<file path="config.mk">
export PLATFORM = sky130hd
export DESIGN_NAME = mix_columns_iter
export DESIGN_NICKNAME = d
export VERILOG_FILES = /design/src/rtl/mix_columns_iter.sv
export SDC_FILE = /design/constraint.sdc
export NUM_CORES = 1
export LEC_CHECK = 0
export ABC_AREA = 1
export CAP_MARGIN = 10
export CORE_MARGIN = 1
export CORE_UTILIZATION = 54
export CTS_BUF_LIST = sky130_fd_sc_hd__clkbuf_16
export CTS_CLUSTER_SIZE = 20
export DETAILED_ROUTE_END_ITERATION = 6
export PLACE_DENSITY = 0.83
export SLEW_MARGIN = 30
export SYNTH_ARGS = -nofsm -noshare
export SYNTH_HDL_FRONTEND = slang
export SYNTH_SLANG_ARGS = --single-unit
</file>
<file path="constraint.sdc">
create_clock -name iClk -period 5.94 [get_ports iClk]
set_input_delay 0.891 -clock iClk [delete_from_list [all_inputs] [get_ports iClk]]
set_output_delay 0.891 -clock iClk [all_outputs]
set_load 0.005 [all_outputs]
</file>
<file path="src/rtl/mix_columns_iter.sv">
// Iterative AES MixColumns / InvMixColumns unit with a valid/ready handshake.
// Transforms COLS_PER_CYCLE columns per clock, finishing a 128-bit state in
// 4/COLS_PER_CYCLE cycles, then holds the result until the consumer takes it.
module mix_columns_iter #(
   parameter int unsigned COLS_PER_CYCLE = 1
) (
   input  logic         iClk,
   input  logic         iRst,
   input  logic         iValid,
   output logic         oReady,
   input  logic         iInv,
   input  logic [127:0] iData,
   output logic         oValid,
   input  logic         iReady,
   output logic [127:0] oData
);

   localparam int unsigned N    = 4 / COLS_PER_CYCLE;
   localparam int unsigned CntW = (N > 1) ? $clog2(N) : 1;

   if (!(COLS_PER_CYCLE == 1 || COLS_PER_CYCLE == 2 || COLS_PER_CYCLE == 4)) begin : g_bad_cols
      $error("mix_columns_iter: COLS_PER_CYCLE must be 1, 2 or 4");
   end

   typedef enum logic [1:0] {StIdle, StRun, StDone} state_e;

   state_e            state_q, state_d;
   logic [127:0]      w_q, w_d;
   logic              m_q, m_d;
   logic [CntW-1:0]   cnt_q, cnt_d;
   logic              accept;
   int unsigned       col_idx;

   // Multiply by 02 in GF(2^8) modulo 0x11B.
   function automatic logic [7:0] xtime(input logic [7:0] x);
      return {x[6:0], 1'b0} ^ (x[7] ? 8'h1b : 8'h00);
   endfunction

   // One column through the forward or inverse matrix; byte r of the column
   // sits at col[8*r +: 8].
   function automatic logic [31:0] mix_col(input logic [31:0] col, input logic inv);
      logic [7:0] a  [4];
      logic [7:0] m2 [4];
      logic [7:0] m3 [4];
      logic [7:0] m4 [4];
      logic [7:0] m8 [4];
      logic [7:0] m9 [4];
      logic [7:0] mb [4];
      logic [7:0] md [4];
      logic [7:0] me [4];
      logic [31:0] res;
      for (int i = 0; i < 4; i++) begin
         a[i]  = col[8*i +: 8];
         m2[i] = xtime(a[i]);
         m4[i] = xtime(m2[i]);
         m8[i] = xtime(m4[i]);
         m3[i] = m2[i] ^ a[i];
         m9[i] = m8[i] ^ a[i];
         mb[i] = m8[i] ^ m2[i] ^ a[i];
         md[i] = m8[i] ^ m4[i] ^ a[i];
         me[i] = m8[i] ^ m4[i] ^ m2[i];
      end
      if (inv) begin
         res[7:0]   = me[0] ^ mb[1] ^ md[2] ^ m9[3];
         res[15:8]  = m9[0] ^ me[1] ^ mb[2] ^ md[3];
         res[23:16] = md[0] ^ m9[1] ^ me[2] ^ mb[3];
         res[31:24] = mb[0] ^ md[1] ^ m9[2] ^ me[3];
      end else begin
         res[7:0]   = m2[0] ^ m3[1] ^ a[2]  ^ a[3];
         res[15:8]  = a[0]  ^ m2[1] ^ m3[2] ^ a[3];
         res[23:16] = a[0]  ^ a[1]  ^ m2[2] ^ m3[3];
         res[31:24] = m3[0] ^ a[1]  ^ a[2]  ^ m2[3];
      end
      return res;
   endfunction

   // Handshake outputs; ready is forced low while reset is asserted.
   always_comb begin
      oValid = (state_q == StDone);
      oData  = w_q;
      oReady = !iRst && ((state_q == StIdle) || ((state_q == StDone) && iReady));
      accept = iValid && oReady;
   end

   // Next-state: accept loads W, RUN transforms one column group per cycle.
   always_comb begin
      state_d = state_q;
      w_d     = w_q;
      m_d     = m_q;
      cnt_d   = cnt_q;
      col_idx = 0;
      unique case (state_q)
         StIdle: begin
            if (accept) begin
               w_d     = iData;
               m_d     = iInv;
               cnt_d   = '0;
               state_d = StRun;
            end
         end
         StRun: begin
            for (int unsigned g = 0; g < COLS_PER_CYCLE; g++) begin
               col_idx = int'(cnt_q) * COLS_PER_CYCLE + g;
               w_d[32*col_idx +: 32] = mix_col(w_q[32*col_idx +: 32], m_q);
            end
            if (cnt_q == CntW'(N - 1)) begin
               cnt_d   = '0;
               state_d = StDone;
            end else begin
               cnt_d = cnt_q + CntW'(1);
            end
         end
         StDone: begin
            if (iReady) begin
               if (accept) begin
                  // Hand off and take the next state on the same edge.
                  w_d     = iData;
                  m_d     = iInv;
                  cnt_d   = '0;
                  state_d = StRun;
               end else begin
                  state_d = StIdle;
               end
            end
         end
         default: state_d = StIdle;
      endcase
   end

   // State registers with asynchronous reset.
   always_ff @(posedge iClk or posedge iRst) begin
      if (iRst) begin
         state_q <= StIdle;
         w_q     <= '0;
         m_q     <= 1'b0;
         cnt_q   <= '0;
      end else begin
         state_q <= state_d;
         w_q     <= w_d;
         m_q     <= m_d;
         cnt_q   <= cnt_d;
      end
   end

endmodule

</file>
* Word level (Yosys, flattened, before mapping)
Index checks and enable logic that the tools add are counted. Widths: inputs -> output; s select.
Storage, ports and cells: flip-flop bits (word level) 133, word-level logic and storage cells 120
Operators by class: add/sub/neg operators 2, eq/ne operators 6, shift operators 3, muxes and demuxes 30, bitwise logic cells 64, reductions and logical operators 11
Operators by type and width (number):
- $xor 8x8->8 | 52
- $pmux 128 s3 | 1
- $mux 128 | 2
- $bwmux 128 | 1
- $shift 32x34->128 const A | 1
- $shiftx 128x8->32 | 1
- $shiftx 32x34->128 | 1
- $xor 8x5->8 | 12
- $mux 32 | 2
- $mux 5 | 12
- $neg 7->34 | 1
- $mux 2 | 6
- $pmux 2 s3 | 2
- $eq 2x2->1 const B | 2
- $ne 2x2->1 const B | 2
- $reduce_and 2->1 | 2
- $logic_and 1x1->1 | 3
- $mux 1 | 3
- $reduce_and 3->1 | 1
- $reduce_bool 3->1 | 1
- $add 2x1->2 const B | 1
- $eq 2x1->1 const B | 1
- $logic_not 2->1 | 1
- $ne 2x1->1 const B | 1
- other kinds (4) | 4

* Depth between registers and ports, before layout
depth after elaboration 17, depth in mapped cells 24, gate-level depth less buffers 22

* Least setup slack after synthesis
OpenSTA, ideal clock, no wires.
kind register to register, start register cnt_q[1], end register w_q[29] (netlist: oData[29]), library setup time 0.077 ns, data arrival time 2.432 ns, data required time 5.863 ns, slack 3.431 ns, stages on the path, launching flop included 14, path through dfrtp_1 > buf_4 > inv_4 > buf_6 > buf_6 > ha_1 > buf_2 > clkinv_1 > nor2_1 > inv_1 > nor3_1 > clkbuf_1 > nand3_1 > a21oi_1
Between the ends: longest elaborated chain between the ends 15, elaborated cells between the ends (all ways) 84, those cells by class 1 x add/sub; 3 x shift; 16 x mux; 64 x bitwise
RTL lines:
- start, declared | line 30 | logic [CntW-1:0] cnt_q, cnt_d;
- start signal, assigned | line 141 | cnt_q <= cnt_d;
- $shiftx 128x8->32 | line 104 | w_d[32*col_idx +: 32] = mix_col(w_q[32*col_idx +: 32], m_q);
- $xor 8x5->8 / $mux 5 (equally long branches) (2 in series) | line 36 | return {x[6:0], 1'b0} ^ (x[7] ? 8'h1b : 8'h00);
- $mux 5 / $xor 8x5->8 (equally long branches) | line 36
- $xor 8x5->8 | line 36
- $xor 8x8->8 (on tied branches) | line 60, 61, 59
- $xor 8x8->8 (on tied branches) | line 61, 59, 60
- $xor 8x8->8 (on tied branches) (3 in series)
- $mux 32 | line 63 | if (inv) begin
- $mux 32 | line 92 | unique case (state_q)
- $shiftx 32x34->128 | line 104
- $bwmux 128 (*) | line 104
- $pmux 128 s3 (*) | line 92
- end signal, assigned | line 139 | w_q <= w_d;
- end, declared | line 28 | logic [127:0] w_q, w_d;
Every way passes the cells marked *; elsewhere a longest branch is shown, timed or not. The select of a mux whose other input is x is not followed. A chain may end at the register's enable or synchronous reset.

* Final worst setup path
start register cnt_q[0], end register w_q[22] (netlist: oData[22])
Same word-level chain as after synthesis.

==> flow_metrics.env <==
export IMPL_tns_ps=0
export IMPL_drc_errors=3
export IMPL_row_count=57
export IMPL_synth_area_leaders="dfrtp_1, nand2_1, nand3_1"
export IMPL_layout_drive_gt1_share_pct=7.309
export IMPL_dpl_hpwl_mm=45.96
export IMPL_syn_to_final_growth_pct=24.11
export IMPL_yosys_warnings=0
export IMPL_syn_inst=2198
export IMPL_worst_skew_pair_late_latency_ps=440
export IMPL_initial_core_util_pct=54.93
export IMPL_synth_main_ff_cell="dfrtp_1"
export IMPL_synth_area_sq_um=13320
export IMPL_antenna_found_initial=0
export IMPL_die_y_um=159.1
export IMPL_yosysUniqueCellTypes=38
export IMPL_worstMarginPinSlew_ps=968.8
export IMPL_finalMaxSlewViolations=0
export IMPL_cts_made_buffers=17
export IMPL_seq_area_frac_synth_pct=24.99
export IMPL_portBuffers=262
export IMPL_fin_nets=2532
export IMPL_grt_pass1_wl_mm=90.49
export IMPL_timing_slew_headroom_pct=35.34
export IMPL_first_pass_iters=7
export IMPL_post_cts_buffers=0
export IMPL_path_clk_slew_ps=70
export IMPL_holdCritPathClass="flop to flop"
export IMPL_cp_slowest_cell="dfrtp_4"
export IMPL_io_pins=263
export IMPL_endpoint_kind="flop"
export IMPL_critPathLaunchType="flop"
export IMPL_slowest_delay_ps=840
export IMPL_mostFrequentLayoutCells="nand2_1, nor2_1, clkdlybuf4s50_1, nand3_1, dfrtp_1"
export IMPL_rsz0062_at_grt="false"
export IMPL_violations="DRC"
export IMPL_drt_total_wl_mm=60.45
export IMPL_crit_type="flop to flop"
export IMPL_synthArstFlopShare_pct=100.0
export IMPL_postRouteAntennaNets=0
export IMPL_synth_area_per_cell_sq_um=6.060
export IMPL_syn_nets=2335
export IMPL_worstPathArrival_ps=4810
export IMPL_period_share_pct=75.64
export IMPL_synth_edff_count=0
export IMPL_synth_top_area_share_pct=24.99
export IMPL_clockBufferDepth=2
export IMPL_grt_overflow_total=0
export IMPL_grt_pass1_vias=15522
export IMPL_wl_per_cell_um=22.13
export IMPL_diodes=0
export IMPL_crit_required_ps=6260
export IMPL_cts_tree="yes"
export IMPL_synth_top_area_cell="dfrtp_1"
export IMPL_grt_start_max_net_pins=73
export IMPL_max_clock_freq_mhz=222.6
export IMPL_ctsResizeCount=0
export IMPL_drtIter0Drc=2669
export IMPL_vias_per_cell=6.130
export IMPL_hold_violations=0
export IMPL_clock_sinks=133
export IMPL_fp_dieW_um=159.1
export IMPL_dieArea_sq_um=25300
export IMPL_cp_cell_sequence="inv_8 > ha_1 > clkinv_1 > buf_4 > nor2_1 > inv_1 > nand2_1 > buf_4 > nor2_1 > a21oi_1"
export IMPL_gp_congestion=1.107
export IMPL_crit_fanout=72
export IMPL_core_sq_um=24250
export IMPL_clock_skew_final_ps=12.16
export IMPL_ctsHoldBuffers=0
export IMPL_outcome="complete, but fails checks"
export IMPL_h_tree_depth=4
export IMPL_ctsRootBufferMaster="clkbuf_16"
export IMPL_via_count=16746
export IMPL_period_minus_slack_ps=4493
export IMPL_grt_usage_pct=47.21
export IMPL_maxCapViolCount=0
export IMPL_final_common_cell="nand2_1"
export IMPL_final_setup_viol_count=0
export IMPL_synth_seq_cells=133
## state kept, by name (all words and copies together) (netlist names)
name / cells
state_q: 2
cnt_q: 2
oData: 128
m_q: 1
## critical path, delay by kind of cell, from the launching register on
family | cells | cell delay, ps
and+or+nand+nor | 3 | 950
adders and majority gates | 1 | 480
buffers and inverters | 5 | 2020
DFF | 1 | 840
AOI/OAI and AO/OA | 1 | 50
## layout make-up
| type | instances | area [sq um] |
|---|---|---|
| Tap cell | 324 | 405.4 |
| Multi-Input combinational cell | 1867 | 9085 |
| Clock inverter | 15 | 161.4 |
| Timing Repair Buffer | 277 | 2735 |
| Sequential cell | 133 | 3333 |
| Clock buffer | 17 | 425.4 |
| Fill cell | 2198 | 7716 |
| Inverter | 99 | 386.6 |
## logic make-up (layout without fill, tap and decap cells)
logic type,after synthesis,count (layout),synth area share (%)
xor+xnor,161,161,11.57
fa+ha+maj,4,4,0.3757
simple gates,1484,1484,47.72
compound gates,218,218,8.332
buf+inv,198,408,7.017
flops,133,133,24.99
## per-stage QoR
stage	hold slack, ps	worst slack [ps]	cells	util [%]	instance area, sq um
3_5_place_dp	528.5	1670	2700	65.72	15940
6_report	544.8	1447	2732	68.18	16530
2_1_floorplan	480.5	1495	2198	-	13320
3_3_place_gp	518.7	1714	2700	65.70	15930
5_1_grt	564.1	1239	2732	68.18	16530
4_1_cts	536.7	1662	2732	68.14	16520
## synthesized netlist by cell type, types with 2 or more instances
master and number:
clkinv_1 3, nand2_2 56, or2_1 3, nand2_1 817, xnor2_2 6, nand3b_1 11
buf_2 10, nor2_2 8, nand2_4 8, nand3_1 233, buf_6 15, buf_4 15
xnor2_1 50, o21ai_1 6, or2_2 11, inv_2 11, o21ai_0 88, buf_1 4
inv_1 83, dfrtp_1 133, a21o_1 2, xor2_1 98, xnor2_4 3, a22oi_1 4
ha_1 4, nand4_1 43, nand3_2 13, nor3_1 2, clkbuf_1 55, xor2_2 4
nor2_1 277, a21oi_1 116
## path summary, 6_finish.rpt
| check | startpoint | slack (ps) | end | cells past startpoint |
|---|---|---|---|---|
| min in group asynchronous | iRst | 960 | state_q[1] | 2 |
| hold / removal | state_q[0] | 540 | state_q[1] | 1 |
| setup / recovery | cnt_q[0] | 1450 | oData[22] | 10 |
| max in group asynchronous | iRst | 3640 | oData[15] | 3 |
| hold reg to reg | state_q[0] | 540 | state_q[1] | 1 |
| setup reg to reg | cnt_q[0] | 1450 | oData[22] | 10 |
## metal layers
metal | vias to the layer above | routed length, um | track usage [%]
met3 | 256 | 9013 | 13.26
met5 | - | 0 | 0
li1 | 7434 | - | -
met2 | 1448 | 25470 | 70.45
met1 | 7608 | 22150 | 61.12
met4 | 0 | 3816 | 27.40
Power is left out: the tool's default activity adds up to more than one toggle a clock period on the data nets, which glitch-free logic cannot reach.
==> patch 1: new RTL, config.mk and constraints unchanged <==
Take the reset off `w_q` and load it in a clocked block of its own.
--- a/src/rtl/mix_columns_iter.sv
+++ b/src/rtl/mix_columns_iter.sv
@@ -132,10 +132,8 @@
       if (iRst) begin
          state_q <= StIdle;
-         w_q     <= '0;
          m_q     <= 1'b0;
          cnt_q   <= '0;
       end else begin
          state_q <= state_d;
-         w_q     <= w_d;
          m_q     <= m_d;
          cnt_q   <= cnt_d;
@@ -143,4 +141,8 @@
    end
 
+   always_ff @(posedge iClk) begin
+      w_q <= w_d;
+   end
+
 endmodule
 
Function: changed (a bounded check fails within 4 cycles, from zero or initial values and one cycle with iRst high; the reset may be asserted at any time).
==> patch 1 against the unedited design <==
Synthesized area shrank 5.4%; count of clock-buffer cells in the layout stayed put; worst setup slack gained 340 ps; die area is 5.4% lower; critical path depth is 5 higher; fmax grew 8.2%; design area fell by 3.0%; wire length fell by 14%; highest routed layer is now met5; sequential share of layout area rose by 4.6 points; sequential cell count unchanged.
Power is not shown: default switching activity piles up to over one toggle a cycle in this logic, so the estimate is an artifact.
==> patch 1: results (changes against the unedited design) <==
----------------------------------------------------
[Synth]
  Number of standard cells after synthesis ... 1,827 (-17%)
  Ys async rst share ... 3.76% (-96 points)
  Number of flops mapped to enable cells by yosys ... 128 (+128)
  Synth cell types ... 42 (+11%)
  Portion of synthesized cell area occupied by the leading cell type ... 30.5% (+5.5 points)
  Syn_nets ... 1,964 (-16%)
  Most frequently used flop master after synthesis ... sky130_fd_sc_hd__edfxtp_1
  Top cells by area, synth ... sky130_fd_sc_hd__edfxtp_1 (31%), sky130_fd_sc_hd__nand2_1 (24%), sky130_fd_sc_hd__nand3_1 (9.0%)
  Number of warnings printed during yosys synthesis ... 0 (unchanged)
  Top cells by instance count after synthesis ... sky130_fd_sc_hd__nand2_1 (808), sky130_fd_sc_hd__nand3_1 (226), sky130_fd_sc_hd__edfxtp_1 (128)

[Detailed routing]
  Via total after detailed routing ... 14,118 (-16%)
  Sum of routed wire length over all layers ... 52,200 µm (-14%)
  Detailed Routing Iterations Pass 1 ... 6 (-1)
  Number of violations reported at the end of detailed-routing iteration 0 ... 1,858 (-30%)
  Number of vias per cell ... 5.94 (-3.1%)

[Clocking]
  CTS H-Tree Depth ... 4 (unchanged)
  Num CTS Buffers ... 17 (unchanged)

[Critical path]
  Critical-path maximum fanout ... 65 (-9.7%)
  Endpoint of the worst register-to-register path ... oData[45]
  Worst reg2reg setup slack ... 1790 ps (+340 ps)
  Number of cells on the worst reg-to-reg path ... 15 (+5)

[Cells and area]
  Share of cells above drive strength 1 ... 9.64% (+2.3 points)
  Final-stage net count ... 2,189 (-14%)

[Place]
  Placed cells ... 2,346 (-13%)
  Post-DP HPWL ... 38,900 µm (-15%)
  Dpl ws ... 1990 ps (+317 ps)

[Global route]
  Vias in the first global route ... 13,101 (-16%)
  Global-route wire length before repair ... 77,700 µm (-14%)
  Number of antenna violations at the first check in global routing ... 1 (+1)
  Maximum number of pins on one net before global-route repair ... 74 (+1.4%)
  Total global routing track utilization ... 43.6% (-3.7 points)

[Timing]
  Maximum clock rate ... 241 MHz (+8.2%)
  Worst relative slew slack ... 28.0% (-7.4 points)

[Run status]
  Result of the run ... finished clean

[Min path]
  Hold wc startpoint ... state_q[0]

----------------------------------------------------
-- patch 1: changes by cell type after synthesis, sizes merged, moves of 17 or more --
cell    unedited run  this run
nor2             285        24
dfrtp            133         5
edfxtp             0       128
a21oi            116        13
clkbuf            55        27
inv               96       113
-- patch 1: area by class of cell --
class / count / area, µm²
tap: 313 / 392
sequential: 133 / 3970
clock inverter: 15 / 178
fill: 1885 / 6740
multi-input combinational: 1511 / 7830
inverter: 114 / 443
clock buffer: 17 / 425
timing repair buffer: 275 / 2800
-- patch 1: worst max-delay path: stages (launching register included) --
cell and delay, ps:
sky130_fd_sc_hd__dfrtp_4 950, sky130_fd_sc_hd__buf_4 550, sky130_fd_sc_hd__nand2_1 160, sky130_fd_sc_hd__nand2_1 110
sky130_fd_sc_hd__nand2_1 50, sky130_fd_sc_hd__nand2_1 320, sky130_fd_sc_hd__nand2_1 150, sky130_fd_sc_hd__nand3_1 110
sky130_fd_sc_hd__nand2_2 230, sky130_fd_sc_hd__xor2_1 330, sky130_fd_sc_hd__nand3_1 150, sky130_fd_sc_hd__nand3_1 100
sky130_fd_sc_hd__nand3_1 140, sky130_fd_sc_hd__nand2_1 260, sky130_fd_sc_hd__nand3_1 160, sky130_fd_sc_hd__o21ai_1 200
-- patch 1: worst max path at each step --
stage / start / end / cells past startpoint
4_1_cts: cnt_q[0] / oData[45] / 15
6_report: cnt_q[0] / oData[45] / 15
3_5_place_dp: cnt_q[0] / oData[45] / 15
3_3_place_gp: cnt_q[0] / oData[45] / 16
2_1_floorplan: cnt_q[0] / oData[0] / 9
5_1_grt: cnt_q[0] / oData[51] / 18
-- patch 1: logic make-up (layout without fill, tap and decap cells) --
group / count (synthesis) / count (layout) / synth area share (%)
buffers and inverters: 183 / 421 / 6.75
flip-flops: 133 / 133 / 31.5
adder cells (fa/ha/maj): 4 / 4 / 0.397
AND/OR/NAND/NOR: 1204 / 1204 / 42.0
XOR/XNOR: 178 / 178 / 13.8
AO/OA/AOI/OAI: 125 / 125 / 5.54
-- patch 1: layer usage --
layer  share of wire, %  up-vias  track usage (%)
met5              0.025        -                0
met1                 36     6399             52.7
li1                   -     6393                -
met4                7.2        2             28.9
met2                 46     1094             70.8
met3                 11      230             8.38
-- patch 1: stage by stage --
stage | hold WS, ps | utilization (%) | area (µm²)
2_1_floorplan | 603 | - | 12600
3_3_place_gp | 630 | 67.3 | 15300
3_5_place_dp | 647 | 67.8 | 15400
4_1_cts | 658 | 70.4 | 16000
5_1_grt | 699 | 70.4 | 16000
6_report | 665 | 70.4 | 16000
==> patch 2: new RTL, same flow settings <==
Made on the original files. Reset style: synchronous (`iRst`), changed in one clocked block. Comments in the files are not updated.
--- a/src/rtl/mix_columns_iter.sv
+++ b/src/rtl/mix_columns_iter.sv
@@ -129,5 +129,5 @@
 
    // State registers with asynchronous reset.
-   always_ff @(posedge iClk or posedge iRst) begin
+   always_ff @(posedge iClk) begin
       if (iRst) begin
          state_q <= StIdle;
Check against the original RTL: not equivalent (Yosys sat finds a counterexample within 4 cycles, from zero or initial values and one cycle with iRst high; the reset may be asserted at any time).
==> patch 2 against the unedited design <==
Sequential cell count did not move; synthesized cell count fell by 3.9%; wire length fell by 3.3%; worst setup slack improved by 320 ps; design area fell by 3.2%; worst hold slack improved by 37 ps; synthesized area fell by 4.0%; critical endpoint is now oData[40]; highest routed layer unchanged.
Power is left out: it rests on default switching activity, and per cell area and clock period it moved more than threefold.
==> patch 2: results (changes against the unedited design) <==
----------------------------------------------------
[Detailed routing]
  Number of violations reported at the end of detailed-routing iteration 0 ... 2,512 (-5.9%)
  Total DRC errors in the routed layout ... 0 (-3)
  Via total after detailed routing ... 16,491 (-1.5%)
  Sum of routed wire length over all layers ... 58,400 µm (-3.3%)

[Clocking]
  CTS H-Tree Depth ... 4 (unchanged)
  Clock Path Buffers ... 2 (unchanged)

[Timing]
  Clock Skew ... 14.6 ps (+2.41 ps)
  Worst Tran Pin Value ... 895 ps (-74.3 ps)

[Synth]
  Post-synthesis share of cell area spent on full adders, half adders and majority gates ... 0.391% (+0.016 points)
  Top cells by area, synth ... sky130_fd_sc_hd__dfxtp_1 (21%), sky130_fd_sc_hd__nand2_1 (20%), sky130_fd_sc_hd__nand3_1 (9.1%)
  Xor/xnor cell area share of the yosys netlist ... 13.4% (+1.8 points)
  Compound-Gate Fraction of Synth Area ... 14.7% (+6.4 points)
  Top cells by instance count after synthesis ... sky130_fd_sc_hd__nand2_1 (666), sky130_fd_sc_hd__nand3_1 (232), sky130_fd_sc_hd__o21ai_0 (225)
  Most frequently used flop master after synthesis ... sky130_fd_sc_hd__dfxtp_1
  Sequential element share of the synthesized area ... 20.8% (-4.2 points)
  Mapped Avg Cell Area ... 6.05 µm² (-0.11%)
  Synth cell types ... 41 (+7.9%)

[Global route]
  Maximum number of pins on one net before global-route repair ... 79 (+8.2%)
  Total global routing track utilization ... 47.6% (+0.41 points)
  Vias in the first global route ... 14,912 (-3.9%)

[Place]
  Post-place instance area ... 15,400 µm² (-3.4%)
  Last weighted congestion value of the routability-driven placer ... 1.06 (-3.9%)
  Placed cells ... 2,597 (-3.8%)

[Min path]
  Hold path depth ... 2 (+1)

[Critical path]
  Number of cells on the worst reg-to-reg path ... 15 (+5)
  Critical-path maximum fanout ... 73 (+1.4%)
  Crit path DAT ... 4540 ps (-270 ps)

[Cells and area]
  Share of cells above drive strength 1 ... 9.59% (+2.3 points)
  Final-stage net count ... 2,440 (-3.6%)
  Number of inserted filler cells in the final layout ... 1,918 (-13%)

[Run status]
  Result of the run ... finished clean

----------------------------------------------------
==> patch 2: metal layers <==
layer,wire length (µm),up-vias,GRT usage (%)
met5,0,-,0
met2,25100,1425,73.8
li1,-,7271,-
met3,8040,347,12.0
met1,20900,7448,59.9
met4,4440,0,27.2
==> patch 2: cell type report <==
type | instances | area (µm²) | area share, %
Clock buffer | 17 | 425 | 2.66
Clock inverter | 15 | 168 | 1.05
Inverter | 104 | 398 | 2.49
Multi-Input combinational cell | 1767 | 9180 | 57.4
Sequential cell | 133 | 2670 | 16.7
Tap cell | 313 | 392 | 2.45
Timing Repair Buffer | 280 | 2770 | 17.3
==> patch 2: cells by family after synthesis <==
logic type	Yosys count
buf+inv	213
flops	133
simple gates	1213
xor+xnor	178
fa+ha+maj	4
compound gates	372
==> patch 2: worst paths after layout <==
check                                from         to  slack, ps
worst min register to register  oData[89]  oData[89]        580
worst min-delay path            oData[89]  oData[89]        580
worst max-delay path             cnt_q[0]  oData[40]       1760
worst max register to register   cnt_q[0]  oData[40]       1760
==> patch 2: through the flow <==
stage | hold slack (ps) | utilization, % | setup slack (ps)
final | 582 | 69.8 | 1760
after global routing | 598 | 69.8 | 1620
after CTS | 571 | 69.8 | 1950
after detailed placement | 561 | 67.2 | 1980
after global placement | 548 | 67.1 | 2020
after floorplan | 541 | - | 3470
==> patch 2: critical path, stage by stage, from the launching register on <==
cell and delay, ps:
sky130_fd_sc_hd__dfxtp_4 870, sky130_fd_sc_hd__buf_4 450, sky130_fd_sc_hd__nand2_1 100, sky130_fd_sc_hd__nand3_1 100, sky130_fd_sc_hd__nand2_2 300, sky130_fd_sc_hd__inv_2 250, sky130_fd_sc_hd__nand2_1 90, sky130_fd_sc_hd__nand2_2 140
sky130_fd_sc_hd__xor2_1 400, sky130_fd_sc_hd__xor2_1 540, sky130_fd_sc_hd__a21oi_1 120, sky130_fd_sc_hd__o21ai_1 170, sky130_fd_sc_hd__nand2_1 100, sky130_fd_sc_hd__nor2_2 160, sky130_fd_sc_hd__nand3_1 100, sky130_fd_sc_hd__a21oi_1 160
